==> src/rtl/sky_pkg.sv <==
// Shared definitions for the Sky-Stacker play controller.
// Latency: n/a (types and constants only).
// Backpressure: n/a.
package sky_pkg;

  // Top-level play state as shown on the state output; PAUSED is PLAY plus a paused flag.
  typedef enum logic [1:0] {
    ST_IDLE  = 2'b00,
    ST_READY = 2'b01,
    ST_PLAY  = 2'b10,
    ST_OVER  = 2'b11
  } state_e;

  // Game-over cause bits; both may be set when both events land in one cycle.
  localparam logic [1:0] CAUSE_NONE = 2'b00;
  localparam logic [1:0] CAUSE_TIME = 2'b01;
  localparam logic [1:0] CAUSE_FAIL = 2'b10;

  // System clock cycles per one-second tick on the board.
  localparam int TICK_DIV_DEFAULT = 100_000_000;

endpackage

==> src/rtl/tick_divider.sv <==
// Divides the system clock into a one-cycle strobe every TICK_DIV enabled cycles.
// Latency: tick is combinational from the count register (high while count is at its last value).
// Backpressure: none; disabling holds the partial count, clr restarts it from zero.
import sky_pkg::*;

module tick_divider #(
  parameter int TICK_DIV = TICK_DIV_DEFAULT
) (
  input  logic clk,
  input  logic rst_n,
  input  logic en,
  input  logic clr,
  output logic tick
);

  localparam int              CW   = (TICK_DIV > 1) ? $clog2(TICK_DIV) : 1;
  localparam logic [CW-1:0]   LAST = CW'(TICK_DIV - 1);

  logic [CW-1:0] div_q;
  logic [CW-1:0] div_d;

  assign tick = en && (div_q == LAST);

  // Next count: clear wins, otherwise count and wrap only while enabled.
  always_comb begin
    div_d = div_q;
    if (clr) begin
      div_d = '0;
    end else if (en) begin
      div_d = (div_q == LAST) ? '0 : div_q + CW'(1);
    end
  end

  // Count register.
  always_ff @(posedge clk or negedge rst_n) begin
    if (!rst_n) begin
      div_q <= '0;
    end else begin
      div_q <= div_d;
    end
  end

endmodule

==> src/rtl/game_sequencer.sv <==
// Play controller: get-ready countdown, 1 Hz timer strobes, pause/restart, game-over latch.
// Latency: every output is registered and reacts one cycle after its cause.
// Backpressure: none; inputs are single-cycle pulses/levels acted on the cycle they arrive.
import sky_pkg::*;

module game_sequencer #(
  parameter int TICK_DIV   = TICK_DIV_DEFAULT,
  parameter int READY_SECS = 3
) (
  input  logic       clk,
  input  logic       rst_n,
  input  logic       start_p,
  input  logic       pause_p,
  input  logic       time_up,
  input  logic       stack_fail,
  output logic       timer_tick,
  output logic       timer_clr,
  output logic       timer_pause,
  output logic       game_active,
  output logic [2:0] ready_cnt,
  output logic [1:0] state,
  output logic       paused,
  output logic [1:0] over_cause
);

  localparam logic [2:0] READY_LOAD = 3'(READY_SECS);

  state_e     state_q, state_d;
  logic       paused_q, paused_d;
  logic [2:0] ready_q, ready_d;
  logic [1:0] cause_q, cause_d;
  logic       clr_q, clr_d;
  logic       tick_q, tick_d;
  logic       tpause_q, tpause_d;
  logic       active_q, active_d;

  logic       div_en;
  logic       div_clr;
  logic       sec_tick;
  logic       go_ready;

  // The second counter only runs while counting down or actively playing;
  // while paused it holds so the partial second survives the pause.
  assign div_en = (state_q == ST_READY) || ((state_q == ST_PLAY) && !paused_q);

  tick_divider #(
    .TICK_DIV (TICK_DIV)
  ) u_div (
    .clk   (clk),
    .rst_n (rst_n),
    .en    (div_en),
    .clr   (div_clr),
    .tick  (sec_tick)
  );

  // Next-state and registered-output decode; game end beats start beats pause.
  always_comb begin
    state_d  = state_q;
    paused_d = paused_q;
    ready_d  = ready_q;
    cause_d  = cause_q;
    clr_d    = 1'b0;
    tick_d   = 1'b0;
    div_clr  = 1'b0;
    go_ready = 1'b0;

    case (state_q)
      ST_IDLE: begin
        if (start_p) go_ready = 1'b1;
      end
      ST_READY: begin
        if (sec_tick) begin
          if (ready_q > 3'd1) begin
            ready_d = ready_q - 3'd1;
          end else begin
            state_d  = ST_PLAY;
            paused_d = 1'b0;
            ready_d  = 3'd0;
          end
        end
      end
      ST_PLAY: begin
        if (!paused_q) begin
          if (time_up || stack_fail) begin
            // A tick landing on the game-end cycle is swallowed.
            state_d = ST_OVER;
            cause_d = (time_up ? CAUSE_TIME : CAUSE_NONE) |
                      (stack_fail ? CAUSE_FAIL : CAUSE_NONE);
          end else begin
            tick_d = sec_tick;
            if (pause_p) paused_d = 1'b1;
          end
        end else begin
          if (start_p) begin
            go_ready = 1'b1;
          end else if (pause_p) begin
            paused_d = 1'b0;
          end
        end
      end
      ST_OVER: begin
        if (start_p) go_ready = 1'b1;
      end
      default: begin
        state_d = ST_IDLE;
      end
    endcase

    // Common (re)start path: reload the timer and restart the countdown from a whole second.
    if (go_ready) begin
      state_d  = ST_READY;
      paused_d = 1'b0;
      ready_d  = READY_LOAD;
      cause_d  = CAUSE_NONE;
      clr_d    = 1'b1;
      div_clr  = 1'b1;
    end

    active_d = (state_d == ST_PLAY) && !paused_d;
    tpause_d = !active_d;
  end

  // State and output registers; reset parks the game in IDLE with the timer frozen.
  always_ff @(posedge clk or negedge rst_n) begin
    if (!rst_n) begin
      state_q  <= ST_IDLE;
      paused_q <= 1'b0;
      ready_q  <= 3'd0;
      cause_q  <= CAUSE_NONE;
      clr_q    <= 1'b0;
      tick_q   <= 1'b0;
      tpause_q <= 1'b1;
      active_q <= 1'b0;
    end else begin
      state_q  <= state_d;
      paused_q <= paused_d;
      ready_q  <= ready_d;
      cause_q  <= cause_d;
      clr_q    <= clr_d;
      tick_q   <= tick_d;
      tpause_q <= tpause_d;
      active_q <= active_d;
    end
  end

  assign timer_tick  = tick_q;
  assign timer_clr   = clr_q;
  assign timer_pause = tpause_q;
  assign game_active = active_q;
  assign ready_cnt   = ready_q;
  assign state       = state_q;
  assign paused      = paused_q;
  assign over_cause  = cause_q;

endmodule

==> config.mk <==
export PLATFORM = sky130hd
export DESIGN_NAME = game_sequencer
export DESIGN_NICKNAME = d
export VERILOG_FILES = /design/src/rtl/sky_pkg.sv /design/src/rtl/tick_divider.sv /design/src/rtl/game_sequencer.sv
export SDC_FILE = /design/constraint.sdc
export NUM_CORES = 1
export LEC_CHECK = 0
export CAP_MARGIN = 0
export CORE_MARGIN = 5
export CORE_UTILIZATION = 35
export DETAILED_ROUTE_END_ITERATION = 10
export GPL_TIMING_DRIVEN = 0
export PLACE_DENSITY = 0.51
export SYNTH_ARGS = -nofsm -noshare
export SYNTH_HDL_FRONTEND = slang
export SYNTH_SLANG_ARGS = --single-unit
==> constraint.sdc <==
create_clock -name clk -period 3.8 [get_ports clk]
set_clock_uncertainty 0.1 [all_clocks]
set_input_delay 0.76 -clock clk [delete_from_list [all_inputs] [get_ports clk]]
set_output_delay 0.76 -clock clk [all_outputs]
set_load 0.02 [all_outputs]
Yosys cells after proc, flatten, opt, wreduce, memory -nomap -nowiden
Cells that the tools add are included.
{ "op_classes": {"n_eq_ne": 6, "addsub": 2, "n_reduce_logical": 17, "bitwise_logic": 1, "muxes": 35, "n_lt_le_gt_ge": 1} }
{ "op_table": {"columns": ["op", "n"], "rows": [
  ["two-way mux 27 bit", 3],
  ["adder 27 x 1 -> 27 bit, second input constant", 1],
  ["equality test 27 bit, second input constant", 1],
  ["two-way mux 2 bit", 10],
  ["two-way mux 1 bit", 15],
  ["two-way mux 3 bit", 4],
  ["nonzero test 2 bit", 5],
  ["equality test 2 bit, second input constant", 3],
  ["one-hot mux 1 bit (2 select lines)", 2],
  ["one-hot mux 2 bit (2 select lines)", 1],
  ["greater-than comparator 3 x 1 -> 1 bit, second input constant", 1],
  ["logical AND 1 bit", 3],
  ["logical NOT 1 bit", 3],
  ["AND reduction 3 bit", 1],
  ["subtractor 3 x 1 -> 3 bit, second input constant", 1],
  ["equality test 2 x 1 -> 1 bit, second input constant", 1],
  ["logical NOT 2 bit", 1],
  ["logical OR 1 bit", 2],
  ["inequality test 2 x 1 -> 1 bit, second input constant", 1],
  ["bitwise OR 1 x 2 -> 2 bit", 1],
  ["AND reduction 2 bit", 1],
  ["OR reduction 2 bit", 1]
]} }
{ "totals": {"inputBits": 6, "regBits": 39, "out_inout_bits": 12} }

Longest topological paths before layout
Gate-level depths: netlist of the first run.
{ "depth": {"depth_word": 10, "ltp_mapped": 9} }

Cells and area by module
Synthesis of the first run repeated with hierarchy kept, for this count alone.
{ "unflattened": {"cells_unflattened": 231, "hier_area_um2": 2210.9} }
{ "by_module_without_submodules": {"columns": ["mod", "area_each_um2", "cells_per_inst", "instances"], "rows": [
  ["tick_divider", 1574.0, 166, 1],
  ["game_sequencer", 636.9, 65, 1]
]} }

Least setup slack after synthesis of the first run
Ideal clock, no wire load.
{ "synth_timing": {"kind": "register to register", "start": "register state_q[0] (netlist: state[0])", "end": "register u_div.div_q[7]", "period_less_slack_ns": 2.327, "required_time_ns": 3.613, "arrival_time_ns": 2.140, "path_buffers": 1, "slack_ns": 1.473, "path_stages_with_launch": 9, "path_cell_list": "dfrtp_1 inv_1 ha_1 clkbuf_1 or2_2 o21a_1 o21ai_0 or4_1 o211ai_1"} }
{ "synth_between": {"elab_chain_cells": 5} }
{ "synth_lines": {"columns": ["element", "line_no", "source"], "rows": [
  ["start, declared", "game_sequencer.sv:28", "state_e state_q, state_d;"],
  ["start signal, assigned", "game_sequencer.sv:135", "state_q <= state_d;"],
  ["equality test 2 bit or logical NOT 2 bit (tied branches)", "game_sequencer.sv:67", "case (state_q)"],
  ["OR reduction 2 bit (no line)", null, null],
  ["one-hot mux 1 bit (2 select lines)", "game_sequencer.sv:67", null],
  ["two-way mux 1 bit", "game_sequencer.sv:110", "if (go_ready) begin"],
  ["two-way mux 27 bit or nonzero test 2 bit (tied branches)", null, null],
  ["end signal, assigned", "tick_divider.sv:39", "div_q <= div_d;"],
  ["end, declared", "tick_divider.sv:19", "logic [CW-1:0] div_q;"]
]} }
Several ways; a longest one is shown, not always the timed one.
A chain may end at the register's enable or synchronous reset.

Final worst setup path of the first run
{ "layout_timing": {"start": "register state_q[0] (netlist: state[0])", "end": "register u_div.div_q[24]"} }
Same word-level chain as after synthesis.

==> results of run 1 <==
how the worst max path moves through the flow:
stage	to	slack (ps)	cells past startpoint
global placement	u_div.div_q[15]	820	1
floorplan	u_div.div_q[7]	1470	8
detailed placement	u_div.div_q[24]	1110	7
finish	u_div.div_q[24]	1170	8
CTS	u_div.div_q[24]	1170	8
global route	u_div.div_q[24]	940	8
cell families after synthesis:
group / count (synthesis)
compound gates: 65
xor+xnor: 13
fa+ha+maj: 4
buf+inv: 22
flops: 39
mux: 2
simple gates: 100
stage by stage:
| stage | cells | cell area [um2] | util |
|---|---|---|---|
| 6_report | 348 | 2660 | 0.419 |
| 4_1_cts | 348 | 2660 | 0.419 |
| 2_1_floorplan | 245 | 2300 | - |
| 5_1_grt | 348 | 2660 | 0.419 |
| 3_3_place_gp | 339 | 2560 | 0.404 |
| 3_5_place_dp | 340 | 2580 | 0.406 |
placed cells by master, fill, tap and decap left out, types with 4 or more instances in the layout:
| cell | instances |
|---|---|
| dfrtp_1 | 38 |
| a21oi_1 | 13 |
| inv_1 | 11 |
| xor2_1 | 12 |
| clkdlybuf4s50_1 | 16 |
| nor3_1 | 4 |
| clkbuf_1 | 8 |
| o2111ai_1 | 6 |
| o21ai_0 | 11 |
| a31oi_1 | 12 |
| nand3_1 | 6 |
| clkbuf_8 | 5 |
| nand2_1 | 20 |
| buf_2 | 5 |
| nor2_1 | 28 |
| and3_1 | 4 |
| nand4_1 | 5 |
| ha_1 | 4 |
| o211ai_1 | 8 |
registers in the layout, indices dropped and copies added, names as in the netlist:
register,flops
timer_tick,1
timer_pause,1
paused,1
timer_clr,1
over_cause,2
ready_cnt,3
u_div.div_q,27
state,2
game_active,1
routing by layer:
layer / track usage / up-vias
met5: 0 / -
met3: 0.0289 / 7
met1: 0.189 / 936
met2: 0.206 / 35
met4: 0.0416 / 0
li1: - / 951
power by group:
group	total, mW	switching [mW]	internal [mW]
clock network	0.276	0.147	0.129
logic	0.395	0.264	0.131
registers	0.492	0.0426	0.450
layout make-up:
cell class / count / area, um2 / area share
plain buffers: 11 / 46.3 / 0.0174
clock buffers: 7 / 76.3 / 0.0287
clock inverters: 1 / 5.00 / 0.00188
inverters: 11 / 41.3 / 0.0155
multi-input cells: 184 / 1230 / 0.463
flip-flops and latches: 39 / 977 / 0.367
well taps: 77 / 96.3 / 0.0362
repair buffers: 18 / 185 / 0.0696
==> flow_summary_export.csv, run 1 <==
group,metric,value,unit
run_status,status,"complete, no violations",
finish,diodes,0,
global_route,grt_usage,0.134,
global_route,antenna_found_initial,0,
route,routedWlPerCell,15.4,um
worst_setup_path,critPathMaxFanout,10,
timing,hold_viol,0,
route,drtIter0Drc,73,
timing,rsz0062_at_grt,"false",
die,core-area,6350,um2
synthesis,yosysSeqAreaShare,0.425,
finish,syn_to_final_growth,15.8,%
timing,tns,0,ps
cts,cts_sinks,39,
route,drt-total-wl,5350,um
synthesis,ys_warn_count,0,
route,wl_met1,2670,um
finish,fin_nets,280,
cts,post_cts_buffers,0,
synthesis,synthFlopType,"dfrtp_1",
synthesis,yosys.area.top_type_share,0.414,
synthesis,synth.ff_latch_count,39,
global_route,grt-ovfl-total,0,
die,pin_count,18,
die,dieHeight,91.0,um
global_route,grt_pass1_wl,9250,um
power_and_ir_drop,power.density,437,nW/um2
synthesis,synth_fa_ha_area_frac,0.0218,
worst_setup_path,cp-end-kind,"flop",
global_route,grt_pass1_vias,1829,
timing,slew_viol_final,0,
timing,period_needed,2630,ps
power_and_ir_drop,leakage,1.12,nW
worst_setup_path,critPathTopFamily,"compound AO/OA/AOI/OAI gates",
route,viasPerCell,5.54,
route,drc,0,
timing,hold_ws,252,ps
synthesis,syn-instance-count,245,
synthesis,synthMuxAreaShare,0.00926,
placement,dpl.hpwl,3810,um
worst_setup_path,crit_type,"flop to flop",
worst_setup_path,worstPathCellList,"inv_1 > ha_1 > nor2b_1 > a21oi_1 > a21oi_2 > buf_2 > o21ai_0 > a31oi_1",
synthesis,syn-cell-area,2300,um2
timing,fmax,380,MHz
route,dr_wl_met2,2410,um
power_and_ir_drop,totalPowerFinal,1.16,mW
finish,fillCellCount,641,
route,drt_first_pass_iters,4,
die,die_w,91.0,um
cts,numCtsBuffers,5,
synthesis,ys_async_sr_fraction,1.00,
die,die-area,8280,um2
synthesis,synth-simple-area-share,0.262,
worst_setup_path,critPathRequiredTime,3910,ps
synthesis,syn_avg_cell_area,9.38,um2
timing,layout_setup_ws,1170,ps
worst_setup_path,crit_path_start_kind,"flop",
synthesis,yosys-top-cells-count,"dfrtp_1 (38), nor2_1 (28), nand2_1 (20)",
cts,hold_buffers,0,
cts,clock_latency,290,ps
die,rows,29,
synthesis,yosys.cell_types.count,55,
worst_setup_path,worstReg2RegEnd,"u_div.div_q[24]",
synthesis,post-synth-top-count-cell,"dfrtp_1",
finish,final_layout_size_suffix_gt1_frac,0.111,
worst_setup_path,cp-startpoint,"state[0]",
worst_setup_path,reg2reg_depth,8,
worst_setup_path,slowest_stage,"dfrtp_1",
synthesis,synth_top_area_cell,"dfrtp_1",
synthesis,synth_top_family_by_area,"simple AND/OR/NAND/NOR gates",
global_route,grt_max_degree,28,
flow_run,maxCapViolCount,0,
timing,finalSetupViolCount,0,
synthesis,synth_edf_count,0,
cts,cts_tree,"yes",
placement,gp_congestion,0.737,
timing,tightest_slew,580,ps
synthesis,syn_nets,255,
worst_setup_path,arrival,2740,ps
cts,ctsResizeCount,0,
cts,cts_root_buf,"clkbuf_8",
synthesis,synth-compound-area-share,0.194,
placement,dp_slack,1110,ps
worst_setup_path,r2r_slack,1170,ps
placement,port-buffer-count,17,
cts,clk_pin_slew,80,ps
die,initial_utilization,0.362,
timing,period_share,0.692,
worst_setup_path,path_buf_inv,2,
timing,max_slew_margin,0.610,
worst_setup_path,timing.rr.start,"state[0]",
route,num_vias,1929,
power_and_ir_drop,vdd_drop_max,163,uV
route,final_antenna_net_count,0,
route,top_layer,"met4",
worst_setup_path,crit_path_max_incr_delay,460,ps
cts,cts_max_level,2,
cts,clockBufferDepth,2,
worst_hold_path,min_path_type,"input pin to asynchronous set/reset pin",
synthesis,synth_xor_xnor_area_share,0.0496,
route,wl_met3,215,um
synthesis,synth_area_leaders,"dfrtp_1 (41%), nor2_1 (4.6%), xor2_1 (4.6%), a31oi_1 (3.3%), nand2_1 (3.3%)",
Power figures use the tool's default switching activity.
==> run 2, diff against run 1 <==
Settings changed: PLACE_DENSITY 0.51 to 0.53.
Clock period 3.8 ns to 2.2 ns, I/O delays scaled along.
==> run 2 against run 1 <==
Combinational power up 110%. Final cell count increased by 2.0%. Sequential power rose by 72%. Non-clock buffer count rose by 7. Clock power grew 130%.
==> flow_summary_export.csv, run 2 (same netlist as run 1, synthesis figures left out) <==
group,metric,value,unit
finish,largest_reg_flops,27,
global_route,grt_usage,0.135,
route,drt_first_pass_iters,4,
finish,final_layout_size_suffix_gt1_frac,0.201,
placement,place_area,2590,um2
global_route,grt-ovfl-total,0,
finish,fin_util,0.450,
power_and_ir_drop,vdd_drop_max,345,uV
placement,gp_congestion,0.750,
placement,dp_slack,-343,ps
route,final_antenna_net_count,0,
timing,finalSetupViolCount,0,
cts,cts_root_buf,"clkbuf_8",
finish,layout_common_cells,"dfrtp_1 (37), nor2_1 (26), nand2_1 (19), clkdlybuf4s50_1 (16), a21oi_1 (13)",
worst_setup_path,r2r_slack,50,ps
timing,rsz0062_at_grt,"true",
power_and_ir_drop,leakage,1.20,nW
timing,period_needed,2150,ps
cts,clk_pin_slew,80,ps
cts,cts_tree,"yes",
placement,port-buffer-count,17,
worst_setup_path,crit_type,"flop to flop",
timing,hold_viol,0,
power_and_ir_drop,power.density,815,nW/um2
global_route,antenna_found_initial,0,
cts,cts_max_level,2,
run_status,status,"complete, no violations",
die,rows,29,
power_and_ir_drop,p_seq_frac,0.363,
die,pin_count,18,
timing,layout_setup_ws,52.7,ps
power_and_ir_drop,p_int,1.49,mW
timing,tns,0,ps
die,dieHeight,91.0,um
finish,final_common_cell,"dfrtp_1",
finish,design_area,2860,um2
power_and_ir_drop,clkPwrFrac,0.273,
worst_hold_path,min_path_type,"input pin to asynchronous set/reset pin",
timing,tightest_slew,587,ps
die,core-area,6350,um2
worst_setup_path,critPathMaxFanout,10,
route,viasPerCell,5.45,
cts,clock_latency,290,ps
route,drtIter0Drc,92,
timing,fmax,466,MHz
power_and_ir_drop,power_switching,838,uW
placement,dpl.hpwl,3850,um
timing,max_slew_margin,0.607,
flow_run,maxCapViolCount,0,
cts,clockBufferDepth,2,
route,routedWlPerCell,15.4,um
die,die_w,91.0,um
worst_setup_path,critPathRequiredTime,2280,ps
global_route,grt_pass1_wl,9250,um
die,die-area,8280,um2
global_route,grt_pass1_vias,1885,
finish,largest_register,"u_div.div_q",
timing,slew_viol_final,0,
worst_setup_path,crit_path_start_kind,"flop",
power_and_ir_drop,p_comb_frac,0.364,
route,drt-total-wl,5460,um
power_and_ir_drop,swShare,0.360,
cts,hold_buffers,0,
finish,diodes,0,
finish,fin_nets,287,
route,num_vias,1935,
worst_setup_path,cp-end-kind,"flop",
cts,cts_sinks,39,
finish,syn_to_final_growth,24.4,%
timing,period_share,0.976,
global_route,grt_max_degree,22,
worst_setup_path,arrival,2230,ps
route,drc,0,
die,initial_utilization,0.362,
cts,numCtsBuffers,5,
-- run 2: cell types whose count changed in the layout (fill, tap and decap cells not counted), sizes merged --
cell / previous run / this run
buf: 7 / 16
bufinv: 0 / 1
clkbuf: 13 / 10
-- run 2: area by class of cell --
cell class,count,area (um2)
inverter,11,41.3
fill,615,3490
clock buffer,6,82.6
timing repair buffer,27,260
clock inverter,2,35.0
sequential,39,978
buffer,9,48.8
multi-input combinational,184,1320
tap,77,96.3
-- run 2: final timing paths --
check,start,endpoint,cells past startpoint
worst max register to register,u_div.div_q[17],u_div.div_q[0],5
worst min-delay path,rst_n,u_div.div_q[20],1
max in group asynchronous,rst_n,timer_pause,2
min in group clk,u_div.div_q[24],u_div.div_q[24],1
worst min register to register,u_div.div_q[24],u_div.div_q[24],1
worst max-delay path,u_div.div_q[17],u_div.div_q[0],5
-- run 2: layer usage --
metal,share of wire,vias to the layer above,wire (um),track usage
li1,-,971,-,-
met1,0.48,916,2640,0.186
met2,0.45,41,2480,0.210
met3,0.051,7,279,0.0331
met4,0.011,0,58,0.0440
met5,0,-,0,0
-- run 2: timing repair --
item                                    in CTS  in global routing
endpoints found under the setup margin      30                 28
setup buffers                                7                  2
gates cloned                                 0                  0
pin swaps                                    2                  4
gates resized for setup                     11                 13
-- run 2: through the flow --
step / power, mW / hold WS [ps] / cells
floorplan: 1.34 / 44.4 / 245
global placement: 1.55 / 395 / 339
detailed placement: 1.56 / 336 / 340
CTS: 2.32 / 8.72 / 354
global route: 2.47 / 28.6 / 355
finish: 2.33 / 5.11 / 355
-- run 2: worst max-delay path, stage by stage, from the launching register on --
cell and delay, ps:
dfrtp_1 430, or4b_4 590, nor4b_4 340, a21oi_4 130, buf_4 190, mux2_2 260
-- run 2: power by group through the flow --
stage               Combinational, mW  Sequential [mW]  Clock (mW)
global placement                0.679            0.868           0
global route                    0.937            0.858       0.679
detailed placement              0.687            0.869           0
finish                          0.847            0.847       0.635
CTS                             0.826            0.841       0.658
floorplan                       0.470            0.870           0
